## src/rtl/fetch_ctrl.sv

```systemverilog
// fetch_ctrl: RV32I instruction-fetch sequencer.
// Owns the PC and issues single-beat AXI4 reads, one request at a time.
// Each fetched instruction is presented to IF/ID as pc/inst/valid and held
// while the hazard unit stalls. Branch/jump redirects discard any response
// that is already in flight.
//
// Ports:
//   clk, rst           clock, synchronous active-high reset
//   i_stall            IF/ID not consuming the presented instruction
//   i_redirect(_pc)    taken branch/jump and its target (low 2 bits ignored)
//   o_pc/o_inst        presented instruction and its PC (0 when not valid)
//   o_valid_inst       presented instruction valid this cycle
//   o_fetch_err        one-cycle pulse after a non-OKAY read response
//   AXI AR/R           single-beat read master (arlen=0, 4-byte, INCR)
module fetch_ctrl #(
  parameter logic [31:0] RESET_PC = 32'h0000_0000,
  parameter logic [31:0] NOP_INST = 32'h0000_0013
) (
  input  logic        clk,
  input  logic        rst,
  input  logic        i_stall,
  input  logic        i_redirect,
  input  logic [31:0] i_redirect_pc,
  output logic [31:0] o_pc,
  output logic [31:0] o_inst,
  output logic        o_valid_inst,
  output logic        o_fetch_err,
  output logic [31:0] o_araddr,
  output logic        o_arvalid,
  input  logic        i_arready,
  output logic [7:0]  o_arlen,
  output logic [2:0]  o_arsize,
  output logic [1:0]  o_arburst,
  input  logic [31:0] i_rdata,
  input  logic [1:0]  i_rresp,
  input  logic        i_rvalid,
  output logic        o_rready
);

  typedef enum logic [1:0] {
    ST_RST,
    ST_ADDR,
    ST_DATA,
    ST_PRESENT
  } state_t;

  state_t      state_q;
  logic [31:0] pc_q;
  logic [31:0] ar_addr_q;
  logic [31:0] inst_q;
  logic        drop_q;
  logic        fetch_err_q;
  logic [31:0] redirect_tgt;
  logic [31:0] pc_next_seq;

  // Targets are word aligned; masking keeps every input bit in use.
  assign redirect_tgt = i_redirect_pc & 32'hFFFF_FFFC;
  assign pc_next_seq  = pc_q + 32'd4;

  always_ff @(posedge clk) begin
    if (rst) begin
      state_q     <= ST_RST;
      pc_q        <= RESET_PC;
      ar_addr_q   <= '0;
      inst_q      <= '0;
      drop_q      <= 1'b0;
      fetch_err_q <= 1'b0;
    end else begin
      fetch_err_q <= 1'b0;
      case (state_q)
        ST_RST: begin
          state_q   <= ST_ADDR;
          ar_addr_q <= pc_q;
        end

        // ar_addr_q is left alone here so the address stays stable until
        // the handshake; a redirect only marks the response for discard.
        ST_ADDR: begin
          if (i_redirect) begin
            pc_q   <= redirect_tgt;
            drop_q <= 1'b1;
          end
          if (i_arready) begin
            state_q <= ST_DATA;
          end
        end

        ST_DATA: begin
          if (i_rvalid) begin
            fetch_err_q <= (i_rresp != 2'b00);
            // A redirect coinciding with the beat drops it directly, so
            // drop_q never needs to be set for a response already here.
            if (drop_q || i_redirect) begin
              drop_q    <= 1'b0;
              state_q   <= ST_ADDR;
              ar_addr_q <= i_redirect ? redirect_tgt : pc_q;
              if (i_redirect) begin
                pc_q <= redirect_tgt;
              end
            end else begin
              inst_q  <= (i_rresp == 2'b00) ? i_rdata : NOP_INST;
              state_q <= ST_PRESENT;
            end
          end else if (i_redirect) begin
            pc_q   <= redirect_tgt;
            drop_q <= 1'b1;
          end
        end

        ST_PRESENT: begin
          if (i_redirect) begin
            pc_q      <= redirect_tgt;
            ar_addr_q <= redirect_tgt;
            state_q   <= ST_ADDR;
          end else if (!i_stall) begin
            pc_q      <= pc_next_seq;
            ar_addr_q <= pc_next_seq;
            state_q   <= ST_ADDR;
          end
        end

        default: state_q <= ST_RST;
      endcase
    end
  end

  assign o_valid_inst = (state_q == ST_PRESENT) && !i_redirect;
  assign o_pc         = o_valid_inst ? pc_q   : '0;
  assign o_inst       = o_valid_inst ? inst_q : '0;
  assign o_fetch_err  = fetch_err_q;

  assign o_arvalid = (state_q == ST_ADDR);
  assign o_araddr  = ar_addr_q;
  assign o_arlen   = 8'd0;
  assign o_arsize  = 3'b010;
  assign o_arburst = 2'b01;
  assign o_rready  = (state_q == ST_DATA);

endmodule
```

## config.mk

```make
export PLATFORM = sky130hd
export DESIGN_NAME = fetch_ctrl
export DESIGN_NICKNAME = d
export VERILOG_FILES = /design/src/rtl/fetch_ctrl.sv
export SDC_FILE = /design/constraint.sdc
export NUM_CORES = 1
export LEC_CHECK = 0
export ABC_AREA = 1
export BUFFER_PORTS_ARGS = -buffer_cell sky130_fd_sc_hd__buf_4
export CAP_MARGIN = 25
export CORE_ASPECT_RATIO = 1.4
export CORE_MARGIN = 2
export CORE_UTILIZATION = 25
export DETAILED_ROUTE_END_ITERATION = 8
export PLACE_DENSITY_LB_ADDON = 0.1
export SYNTH_ARGS = -nofsm -noshare
export SYNTH_HDL_FRONTEND = slang
export SYNTH_SLANG_ARGS = --single-unit
export TNS_END_PERCENT = 30
```

## constraint.sdc

```tcl
create_clock -name clk -period 2.4 [get_ports clk]
set_input_delay 0.24 -clock clk [delete_from_list [all_inputs] [get_ports clk]]
set_output_delay 0.24 -clock clk [all_outputs]
set_load 0.01 [all_outputs]
```

==> results.ini <==
[clock_network]
cts.clk_slew.worst_paths_ns = 0.07
cts-resized-gates = 0
cts_setup_buffers = 0
clk_latency_ns = 0.36
clk_path_buf_depth = 2
cts_hold_buffers = 0
cts_buffers = 9
tritoncts = built
htree_levels = 3
cts_root_buffer = clkbuf_16
cts_num_sinks = 100

[synth]
async_reset_ff_share_pct = 0
netlist_top_cells_area = dfxtp_1, nor2_1, a21oi_1, nand2_1, o21ai_0
syn-instance-count = 985
avgSynthCellArea_um2 = 6.239
synth.distinct_cells = 36
synth_seq_cells = 100
syn_area_um2 = 6146
ys_seq_area_share_pct = 32.57
synth_top_area_share_pct = 32.57
yosysTopAreaCell = dfxtp_1
synth_warnings = 0
synth_top_flop_cell = dfxtp_1
synth-edff-count = 0

[critical_path]
crit_path_start_kind = register
r2r_end = pc_q[16]$_SDFFE_PP0P_
critPathLaunch = state_q[0]$_SDFFE_PP0P_
regToRegStartpoint = pc_q[2]$_SDFFE_PP0P_
endpoint_kind = output port
setup.worst_path.class = reg2out
critical_path_required_ns = 2.16
cp_cell_sequence = ha_2 -> inv_6 -> nor2_4 -> clkinv_1 -> buf_4 -> nor2_1 -> buf_4
worst-path-max-fanout = 40
cp_slowest_cell = dfxtp_1
ff2ff_setup_slack_ns = 0.45
crit_top_cell = buf_4
rr_worst_depth = 9
crit_path_max_incr_delay_ns = 0.40
worst_ep_arrival_time_ns = 1.87

[global_routing]
grt-ovfl-total = 0
antenna_found_initial = 0
grt_pass1_wl_mm = 36.49
grt_pass1_vias = 6734
grt_max_degree = 70
track_usage_pct = 17.97

[pwr]
power.leakage_uw = 0.003286
ir_drop_mv = 0.3658
pwr_density_cell_nw_per_um2 = 627.3

[finish]
antenna_cells = 0
finalInstanceArea_um2 = 7953
stdcell_count = 1438
area_delta_synth_final_pct = 29.40
utilization_pct = 33.05
nets = 1201
drive_gt1_share_pct = 20.83

[timing]
hold_viol_final = 0
slew_headroom_pct = 62.36
fin_crit_ns = 2.110
slew_violations = 0
skew_ns = 0.01230
period_share_pct = 87.91
grt_setup_unrepaired = no
timing.fmax_ghz = 0.4740
finalSetupTns_ns = 0
finalSetupViolations = 0
worstMarginPinSlew_ns = 0.5637

[place]
dpl_cell_area_um2 = 7634
gp_congestion = 0.8089
hpwl_mm = 16.09
dp_cells = 1421
numPortBuffers = 169

[worst_hold_path]
min_path_type = in2reg
hold_depth = 3
holdPathEnd = pc_q[3]$_SDFFE_PP0P_
min_from = i_redirect_pc[3]

[routing]
wl_per_cell_um = 15.94
routed_wl_mm = 22.93
firstDrtPassIters = 5
final_antenna_net_count = 0
viasPerCell = 4.688
vias = 6741
drt_iter0_markers = 290
drcViolationCount = 0

[floorplanning]
fp.dieW_um = 136.5
rows = 67
dieArea_um2 = 25870
start_util_pct = 25.54
num_io_pins = 185
core_area_um2 = 24060
dieHeight_um = 189.5

[status]
status = completed

[job]
max_cap_viol_count = 0

[critical path, delay by kind of cell (launching register included)]
family	cells	cell delay, ns
buffers and inverters	4	0.55
flip-flops	1	0.40
adder cells (fa/ha/maj)	1	0.28
AND/OR/NAND/NOR	2	0.27
[kinds of logic (layout without fill, tap and decap cells)]
| kind of cell | count (synthesis) | in the layout | share of synthesized area [%] |
|---|---|---|---|
| AOI/OAI and AO/OA | 265 | 265 | 23.49 |
| adders and majority gates | 6 | 6 | 1.221 |
| buffers and inverters | 164 | 296 | 11.99 |
| DFF | 100 | 100 | 32.57 |
| other | 2 | 13 | 0.1222 |
| and+or+nand+nor | 448 | 448 | 30.60 |
[sequential cells by signal, indices dropped and copies added, names as in the netlist]
register and count:
drop_q 1, inst_q 32, o_araddr 32, o_fetch_err 1, pc_q 32, state_q 2
[metal layers]
| layer | share of wire (%) | vias to the layer above | GRT usage, % |
|---|---|---|---|
| li1 | - | 3485 | - |
| met1 | 41 | 3059 | 21.01 |
| met2 | 50 | 181 | 31.87 |
| met3 | 6.9 | 16 | 5.087 |
| met4 | 1.5 | 0 | 4.487 |
| met5 | 0 | - | 0 |
[stage by stage]
stage | worst slack (ns) | total power, uW | hold WS (ns)
2_1_floorplan | 0.6457 | 2942 | 0.4312
3_3_place_gp | 0.3330 | 3503 | 0.4513
3_5_place_dp | 0.2511 | 3499 | 0.4531
4_1_cts | 0.2281 | 5081 | 0.1712
5_1_grt | 0.1183 | 5334 | 0.1883
6_report | 0.2902 | 4988 | 0.1837
[layout by cell type, fill, tap and decap left out, types with 4 or more instances in the layout]
cell type  count
nand2_2        4
ha_1           5
nor2_2         6
clkbuf_16      9
nor3b_1        4
o22ai_1        9
nor2_4         6
a21oi_1      135
buf_4        188
o21ai_1       12
inv_1         77
inv_2          8
nand3_1       49
or2_1          4
o21ai_0       66
inv_6          4
nor2_1       183
a31oi_1        4
conb_1        13
a211oi_1      32
dfxtp_1      100
nand2_1      166
nor3_1        19
[worst max-delay path by stage]
stage / endpoint / slack, ns
floorplan: o_araddr[26]$_SDFFE_PP0P_ / 0.65
global placement: inst_q[0]$_SDFFE_PP0P_ / 0.33
detailed placement: inst_q[13]$_SDFFE_PP0P_ / 0.25
CTS: o_pc[27] / 0.23
global route: o_inst[12] / 0.12
finish: o_inst[29] / 0.29
[cell usage after synthesis, types with 5 or more instances]
master,n
a211oi_1,32
a21oi_1,135
buf_2,18
buf_4,15
buf_6,5
clkbuf_1,33
dfxtp_1,100
ha_1,6
inv_1,78
inv_2,8
nand2_1,166
nand3_1,49
nor2_1,184
nor2_2,5
nor2_4,6
nor3_1,19
o21ai_0,66
o21ai_1,12
o22ai_1,9
[layout make-up]
class / instances / area [um^2]
Fill cell: 2724 / 16110
Timing Repair Buffer: 191 / 1471
Sequential cell: 100 / 2002
Clock inverter: 6 / 70.07
Multi-Input combinational cell: 732 / 3453
Tap cell: 310 / 387.9
Inverter: 89 / 339.1
Clock buffer: 10 / 229.0
[where the power goes]
| part | internal, uW | switching (uW) | total, uW |
|---|---|---|---|
| clock network | 823 | 723 | 1550 |
| logic | 554 | 827 | 1380 |
| registers | 1870 | 193 | 2060 |
| total | 3250 | 1740 | 4990 |
Power figures use the tool's default switching activity.
